--- config.mk ---
export PLATFORM = sky130hd
export DESIGN_NAME = song_player
export DESIGN_NICKNAME = d
export VERILOG_FILES = /design/src/rtl/song_pkg.sv /design/src/rtl/song_rom.sv /design/src/rtl/song_player.sv
export SDC_FILE = /design/constraint.sdc
export NUM_CORES = 1
export LEC_CHECK = 0
export ABC_CLOCK_PERIOD_IN_PS = 3450
export CAP_MARGIN = 30
export CELL_PAD_IN_SITES_DETAIL_PLACEMENT = 1
export CELL_PAD_IN_SITES_GLOBAL_PLACEMENT = 1
export CORE_MARGIN = 2
export CORE_UTILIZATION = 41
export CTS_BUF_LIST = sky130_fd_sc_hd__clkbuf_16
export DETAILED_ROUTE_END_ITERATION = 8
export GPL_ROUTABILITY_DRIVEN = 1
export GPL_TIMING_DRIVEN = 0
export PLACE_DENSITY = 0.73
export SYNTH_ARGS = -nofsm -noshare
export SYNTH_HDL_FRONTEND = slang
export SYNTH_SLANG_ARGS = --single-unit
--- constraint.sdc ---
create_clock -name clk -period 3.45 [get_ports clk]
set_input_delay 0.69 -clock clk [delete_from_list [all_inputs] [get_ports clk]]
set_output_delay 0.69 -clock clk [all_outputs]
set_load 0.01 [all_outputs]
--- src/rtl/song_pkg.sv ---
`default_nettype none
// +--------------------------------------------------------------------------+
// | song_pkg : note/octave codes, player state encoding and song entry type |
// | GAP state present only when SONG_GAP_EN is defined.                      |
// | Revision : 1.0                                                           |
// +--------------------------------------------------------------------------+
package song_pkg;

   localparam int NOTE_CODE_W = 4;
   localparam int DUR_CODE_W  = 4;
   localparam int OCT_CODE_W  = 2;

   localparam logic [NOTE_CODE_W-1:0] NOTE_REST = 4'd0;
   localparam logic [NOTE_CODE_W-1:0] NOTE_T1   = 4'd1;
   localparam logic [NOTE_CODE_W-1:0] NOTE_T2   = 4'd2;
   localparam logic [NOTE_CODE_W-1:0] NOTE_T3   = 4'd3;
   localparam logic [NOTE_CODE_W-1:0] NOTE_T4   = 4'd4;
   localparam logic [NOTE_CODE_W-1:0] NOTE_T5   = 4'd5;
   localparam logic [NOTE_CODE_W-1:0] NOTE_T6   = 4'd6;
   localparam logic [NOTE_CODE_W-1:0] NOTE_T7   = 4'd7;

   // Octave 0 is kept free so that an idle output is distinguishable.
   localparam logic [OCT_CODE_W-1:0] OCT_LO = 2'd1;
   localparam logic [OCT_CODE_W-1:0] OCT_MA = 2'd2;
   localparam logic [OCT_CODE_W-1:0] OCT_HI = 2'd3;

   typedef enum logic [2:0] {
      ST_IDLE  = 3'd0,
      ST_FETCH = 3'd1,
      ST_PLAY  = 3'd2,
`ifdef SONG_GAP_EN
      ST_GAP   = 3'd3,
`endif
      ST_HOLD  = 3'd4
   } state_t;

   typedef struct packed {
      logic [NOTE_CODE_W-1:0] note;
      logic [DUR_CODE_W-1:0]  dur;
      logic [OCT_CODE_W-1:0]  octave;
   } song_entry_t;

   function automatic song_entry_t mk_entry(input logic [NOTE_CODE_W-1:0] n,
                                            input logic [DUR_CODE_W-1:0]  d,
                                            input logic [OCT_CODE_W-1:0]  o);
      song_entry_t e;
      e.note   = n;
      e.dur    = d;
      e.octave = o;
      return e;
   endfunction

endpackage
`default_nettype wire

--- src/rtl/song_rom.sv ---
`default_nettype none
// +--------------------------------------------------------------------------+
// | song_rom : song library, one registered entry per clock (1-cycle read)  |
// | Revision : 1.0                                                           |
// +--------------------------------------------------------------------------+
module song_rom
   import song_pkg::*;
#(
   parameter int SEL_W = 3,
   parameter int IDX_W = 6
) (
   input  logic             clk,
   input  logic             rst,
   input  logic [SEL_W-1:0] song_i,
   input  logic [IDX_W-1:0] idx_i,
   output song_entry_t      entry_o
);

   song_entry_t entry_d;
   song_entry_t entry_q;

   // Unlisted songs/indices read as dur==0, i.e. an end marker.
   always_comb begin
      entry_d = '0;
      case (song_i)
         SEL_W'(0): begin
            case (idx_i)
               IDX_W'(0): entry_d = mk_entry(NOTE_T1, 4'd2, OCT_MA);
               IDX_W'(1): entry_d = mk_entry(NOTE_T5, 4'd1, OCT_LO);
               default:   entry_d = '0;
            endcase
         end
         SEL_W'(1): begin
            case (idx_i)
               IDX_W'(0): entry_d = mk_entry(NOTE_T3,   4'd1, OCT_HI);
               IDX_W'(1): entry_d = mk_entry(NOTE_REST, 4'd1, OCT_MA);
               IDX_W'(2): entry_d = mk_entry(NOTE_T7,   4'd3, OCT_LO);
               default:   entry_d = '0;
            endcase
         end
         SEL_W'(2): begin
            case (idx_i)
               IDX_W'(0): entry_d = mk_entry(NOTE_T2, 4'd1, OCT_HI);
               IDX_W'(1): entry_d = mk_entry(NOTE_T3, 4'd1, OCT_HI);
               IDX_W'(2): entry_d = mk_entry(NOTE_T4, 4'd1, OCT_HI);
               IDX_W'(3): entry_d = mk_entry(NOTE_T6, 4'd1, OCT_HI);
               default:   entry_d = '0;
            endcase
         end
         default: entry_d = '0;
      endcase
   end

   always_ff @(posedge clk or posedge rst) begin
      if (rst) entry_q <= '0;
      else     entry_q <= entry_d;
   end

   assign entry_o = entry_q;

endmodule
`default_nettype wire

--- src/rtl/song_player.sv ---
`default_nettype none
// +--------------------------------------------------------------------------+
// | song_player : plays {note,dur,octave} entries from song_rom with pause, |
// | stop and done. Define SONG_GAP_EN to insert an auto-rest after notes.   |
// | Revision : 1.0                                                           |
// +--------------------------------------------------------------------------+
module song_player
   import song_pkg::*;
#(
   parameter int NUM_SONGS      = 8,
   parameter int MAX_NOTES      = 64,
   parameter int NOTE_W         = NOTE_CODE_W,
   parameter int OCT_W          = OCT_CODE_W,
   parameter int DUR_W          = DUR_CODE_W,
   parameter int TICKS_PER_UNIT = 12_500_000
`ifdef SONG_GAP_EN
   ,
   parameter int GAP_TICKS      = 1_250_000
`endif
) (
   input  logic                         clk,
   input  logic                         rst,
   input  logic [$clog2(NUM_SONGS)-1:0] song_sel_i,
   input  logic                         start_i,
   input  logic                         pause_i,
   input  logic                         stop_i,
   output logic [NOTE_W-1:0]            note_o,
   output logic [OCT_W-1:0]             octave_o,
   output logic                         busy_o,
   output logic                         done_o,
   output logic [$clog2(MAX_NOTES)-1:0] note_idx_o
);

   localparam int SEL_W  = $clog2(NUM_SONGS);
   localparam int IDX_W  = $clog2(MAX_NOTES);
   localparam int PROD_W = DUR_W + $clog2(TICKS_PER_UNIT) + 1;
`ifdef SONG_GAP_EN
   localparam int GAP_W  = $clog2(GAP_TICKS + 1);
   localparam int CNT_W  = (PROD_W > GAP_W) ? PROD_W : GAP_W;
`else
   localparam int CNT_W  = PROD_W;
`endif
   localparam logic [IDX_W-1:0] LAST_IDX = IDX_W'(MAX_NOTES - 1);

   state_t             state_q, state_d;
   state_t             ret_q, ret_d;
   logic [SEL_W-1:0]   song_q, song_d;
   logic [IDX_W-1:0]   idx_q, idx_d;
   logic [CNT_W-1:0]   cnt_q, cnt_d;
   logic [NOTE_W-1:0]  note_q, note_d;
   logic [OCT_W-1:0]   oct_q, oct_d;
   logic               done_q, done_d;
`ifdef SONG_GAP_EN
   logic               last_q, last_d;
`endif
   logic               end_song;
   logic               sel_ok;
   song_entry_t        rom_entry;
   logic [PROD_W-1:0]  dur_ticks;

   // ROM is addressed with next-state values so FETCH sees its entry.
   song_rom #(
      .SEL_W (SEL_W),
      .IDX_W (IDX_W)
   ) u_rom (
      .clk     (clk),
      .rst     (rst),
      .song_i  (song_d),
      .idx_i   (idx_d),
      .entry_o (rom_entry)
   );

   assign sel_ok    = int'(song_sel_i) < NUM_SONGS;
   assign dur_ticks = PROD_W'(DUR_W'(rom_entry.dur)) * PROD_W'(TICKS_PER_UNIT);

   always_comb begin
      state_d  = state_q;
      ret_d    = ret_q;
      song_d   = song_q;
      idx_d    = idx_q;
      cnt_d    = cnt_q;
      note_d   = note_q;
      oct_d    = oct_q;
      done_d   = 1'b0;
      end_song = 1'b0;
`ifdef SONG_GAP_EN
      last_d   = last_q;
`endif
      if (stop_i && (state_q != ST_IDLE)) begin
         end_song = 1'b1;
      end else begin
         case (state_q)
            ST_IDLE: begin
               if (start_i) begin
                  song_d = song_sel_i;
                  idx_d  = '0;
                  if (sel_ok) state_d  = ST_FETCH;
                  else        end_song = 1'b1;
               end
            end
            ST_FETCH: begin
               if (rom_entry.dur == '0) begin
                  end_song = 1'b1;
               end else begin
                  note_d  = NOTE_W'(rom_entry.note);
                  oct_d   = OCT_W'(rom_entry.octave);
                  cnt_d   = CNT_W'(dur_ticks);
                  state_d = ST_PLAY;
               end
            end
            ST_PLAY: begin
               if (cnt_q <= CNT_W'(1)) begin
`ifdef SONG_GAP_EN
                  note_d  = '0;
                  cnt_d   = CNT_W'(GAP_TICKS);
                  state_d = ST_GAP;
                  if (idx_q == LAST_IDX) last_d = 1'b1;
                  else                   idx_d  = idx_q + 1'b1;
`else
                  if (idx_q == LAST_IDX) begin
                     end_song = 1'b1;
                  end else begin
                     idx_d   = idx_q + 1'b1;
                     state_d = ST_FETCH;
                  end
`endif
               end else begin
                  cnt_d = cnt_q - 1'b1;
                  if (pause_i) begin
                     ret_d   = ST_PLAY;
                     state_d = ST_HOLD;
                  end
               end
            end
`ifdef SONG_GAP_EN
            ST_GAP: begin
               if (cnt_q <= CNT_W'(1)) begin
                  if (last_q) end_song = 1'b1;
                  else        state_d  = ST_FETCH;
               end else begin
                  cnt_d = cnt_q - 1'b1;
                  if (pause_i) begin
                     ret_d   = ST_GAP;
                     state_d = ST_HOLD;
                  end
               end
            end
`endif
            ST_HOLD: begin
               if (!pause_i) state_d = ret_q;
            end
            default: state_d = ST_IDLE;
         endcase
      end
      if (end_song) begin
         state_d = ST_IDLE;
         note_d  = '0;
         oct_d   = '0;
         done_d  = 1'b1;
`ifdef SONG_GAP_EN
         last_d  = 1'b0;
`endif
      end
   end

   always_ff @(posedge clk or posedge rst) begin
      if (rst) begin
         state_q <= ST_IDLE;
         ret_q   <= ST_PLAY;
         song_q  <= '0;
         idx_q   <= '0;
         cnt_q   <= '0;
         note_q  <= '0;
         oct_q   <= '0;
         done_q  <= 1'b0;
`ifdef SONG_GAP_EN
         last_q  <= 1'b0;
`endif
      end else begin
         state_q <= state_d;
         ret_q   <= ret_d;
         song_q  <= song_d;
         idx_q   <= idx_d;
         cnt_q   <= cnt_d;
         note_q  <= note_d;
         oct_q   <= oct_d;
         done_q  <= done_d;
`ifdef SONG_GAP_EN
         last_q  <= last_d;
`endif
      end
   end

   assign note_o     = note_q;
   assign octave_o   = oct_q;
   assign busy_o     = (state_q != ST_IDLE);
   assign done_o     = done_q;
   assign note_idx_o = idx_q;

endmodule
`default_nettype wire

==> impl_metrics.ini <==
[outcome]
status = finished clean

[grt]
grt_max_degree = 36
overflow = 0
grt_antenna_before_repair = 0
grt_pass1_vias = 2967
grt_pass1_wl_mm = 14.9
track_usage = 0.218

[finish]
antenna-diode-count = 0
layout-drive-gt1-share = 0.101
fillers = 848
nets = 403
seq_area_um2 = 1350
areaGrowthSynthToFinish_pct = 18.2
multi_input_area_um2 = 1690
postLayoutCoreUtil = 0.507
finish.instance_area_um2 = 3710

[logic_synthesis]
synth-simple-area-share = 0.248
yosys.cell_types.count = 57
async_flop_share = 1.00
synth_most_common_cell = dfrtp_1
synth_top_family_by_area = simple AND/OR/NAND/NOR gates
syn_avg_cell_area_um2 = 8.85
ys_seq_area_frac = 0.430
synth_warnings = 0
synth_adder_area_share = 0.0318
synth-seq-cells = 54
mappedNetlistArea_um2 = 3140
synth.net_count = 371
synthXorXnorAreaFrac = 0.0251
synthTopCellsByArea = dfrtp_1, nor2_1, a21oi_1
synth_compound_area_frac = 0.182
synth-edff-count = 0
synth.top_cell.area_share = 0.430
muxShareOfSynthArea = 0.0362
synthCells = 355
yosysTopAreaCell = dfrtp_1
synth_common_cells = dfrtp_1, nor2_1, nand2_1
synth_flop_cell = dfrtp_1

[pwr]
p_comb_frac = 0.474
internal-power_mw = 1.70
peakVddDrop_v = 0.000319
swShare = 0.439
p_leak_nw = 1.56
p_sw_mw = 1.33
pwr-share-seq = 0.350
clkPwrFrac = 0.175
p_per_area_nw_per_um2 = 815

[floorplanning]
die_x_um = 91.6
dieArea_um2 = 8380
start_util = 0.429
fp.coreArea_um2 = 7330
ios = 22
die_height_um = 91.6
rows = 31

[route]
vias = 2825
wl_mm = 8.68
postRouteAntennaNets = 0
dr.pass1.iters = 4
drcViolationCount = 0
avgViaCountPerCell = 5.80
drt_iter0_markers = 105
avgRoutedWirePerCell_um = 17.8

[clocking]
cts_max_level = 2
cts_buffers = 5
cts_hold_buffers = 0
clk_pin_slew_ps = 80
clock-sinks = 54
cts.path.max_buffers = 2
cts_root_buf = clkbuf_16
clock_latency_ps = 290
cts_tree = built

[job]
drv_cap = 0

[place]
globalplace.congestion = 0.812
placed_cell_area_um2 = 3490
dp_slack_ps = -225
io_buffers = 20
dp_hpwl_mm = 6.17

[sta]
relSlewSlack = 0.473
finClkSkew_ps = 7.17
fmax_mhz = 300
rsz0062_at_grt = no
worst_pin_slew_ps = 787
setup_viol = 0
drv_slew = 0
final.min_clock_period_ps = 3330
setup_slack_ps = 122
finalSetupTns_ps = 0
finalHoldViolations = 0
layout_worst_path_cycle_share = 0.965
holdWs_ps = 500

[hold_path]
hold_depth = 2
hold_path_class = reg -> reg

[worst_setup_path]
worstPathRequired_ps = 3660
path_max_fanout = 9
endpoint_kind = flop
critPathKind = reg -> reg
rr_worst_depth = 9
startpoint_type = flop
worstPathArrival_ps = 3540
-- final timing paths --
check                              endpoint  slack, ps              from
setup reg to reg           u_rom.entry_o[8]        120          cnt_q[8]
min in group asynchronous       octave_o[1]        720               rst
hold reg to reg                   note_o[2]        500  u_rom.entry_o[8]
setup / recovery           u_rom.entry_o[8]        120          cnt_q[8]
hold / removal                    note_o[2]        500  u_rom.entry_o[8]
max in group asynchronous          cnt_q[8]       2180               rst
-- sequential cells by signal (all words and copies together) (netlist names) --
register and count:
state_q 3, cnt_q 29, octave_o 2, u_rom.entry_o 7, song_q 3, note_o 3
note_idx_o 6, done_o 1
-- logic make-up after synthesis --
kind of cell               count (synthesis)
buffers and inverters                     35
AOI/OAI and AO/OA                         91
and+or+nand+nor                          146
xor gates and xnor gates                   9
other                                      1
DFF                                       54
muxes                                     11
adders and majority gates                  8
-- critical path, stage by stage (launching register included) --
cell and delay, ps:
dfrtp_2 440, or4_4 560, or4_4 500, buf_6 160, or3_1 440, o221a_2 320, o311a_1 330, buf_2 180
a21o_1 160, a21oi_1 160
-- through the flow --
| step | instances | power [mW] |
|---|---|---|
| 6_report | 487 | 3.03 |
| 5_1_grt | 487 | 3.26 |
| 4_1_cts | 486 | 3.02 |
| 3_5_place_dp | 475 | 2.44 |
| 3_3_place_gp | 474 | 2.38 |
| 2_1_floorplan | 355 | 1.98 |
-- per-layer routing --
layer	GRT usage	share of wire	up-vias
met5	0	0	-
met1	0.281	0.45	1442
met2	0.393	0.52	29
li1	-	-	1350
met3	0.0307	0.021	4
met4	0.0366	0.0055	0
-- cell type report --
cell class                      count  area share
Buffer                             16      0.0195
Clock inverter                      3     0.00775
Sequential cell                    54       0.364
Inverter                           18      0.0182
Tap cell                           99      0.0333
Timing Repair Buffer               26      0.0694
Clock buffer                        5      0.0337
Multi-Input combinational cell    266       0.454
-- placed cells by master, fill, tap and decap left out, types with 3 or more instances in the layout --
master           synthesis  routed
mux2_2                   3       3
dfrtp_1                 54      53
clkdlybuf4s50_1          0      20
or4_4                    2       3
or4_1                    5       4
nor4_1                  11      11
mux2i_1                  8       8
buf_4                    1       6
and3_1                   4       4
xnor2_1                  7       7
a21oi_1                 26      25
nor3_1                  12      11
a31oi_1                  6       6
or3_1                    6       6
nand2_1                 29      28
inv_1                   18      17
clkbuf_1                13      12
o21ai_0                 26      26
a21o_1                   4       4
ha_1                     8       8
o22a_1                   4       4
o21a_1                   3       3
nor2_1                  40      40
clkbuf_16                0       5
nand3b_1                 4       4
nand3_1                 12      12
-- power groups by stage --
stage	combinational, mW	sequential, mW	clock (mW)
global placement	1.32	1.06	0
global route	1.59	1.10	0.563
CTS	1.41	1.06	0.546
floorplan	0.962	1.02	0
finish	1.44	1.06	0.531
detailed placement	1.37	1.07	0
-- timing repair --
item                                    in CTS  in global routing
resized for setup                            5                  7
buffers inserted                             3                  2
cloned                                       0                  0
endpoints found under the setup margin      21                 18
pin swaps                                    1                  5
No activity file was read; power rests on OpenSTA's default activity.
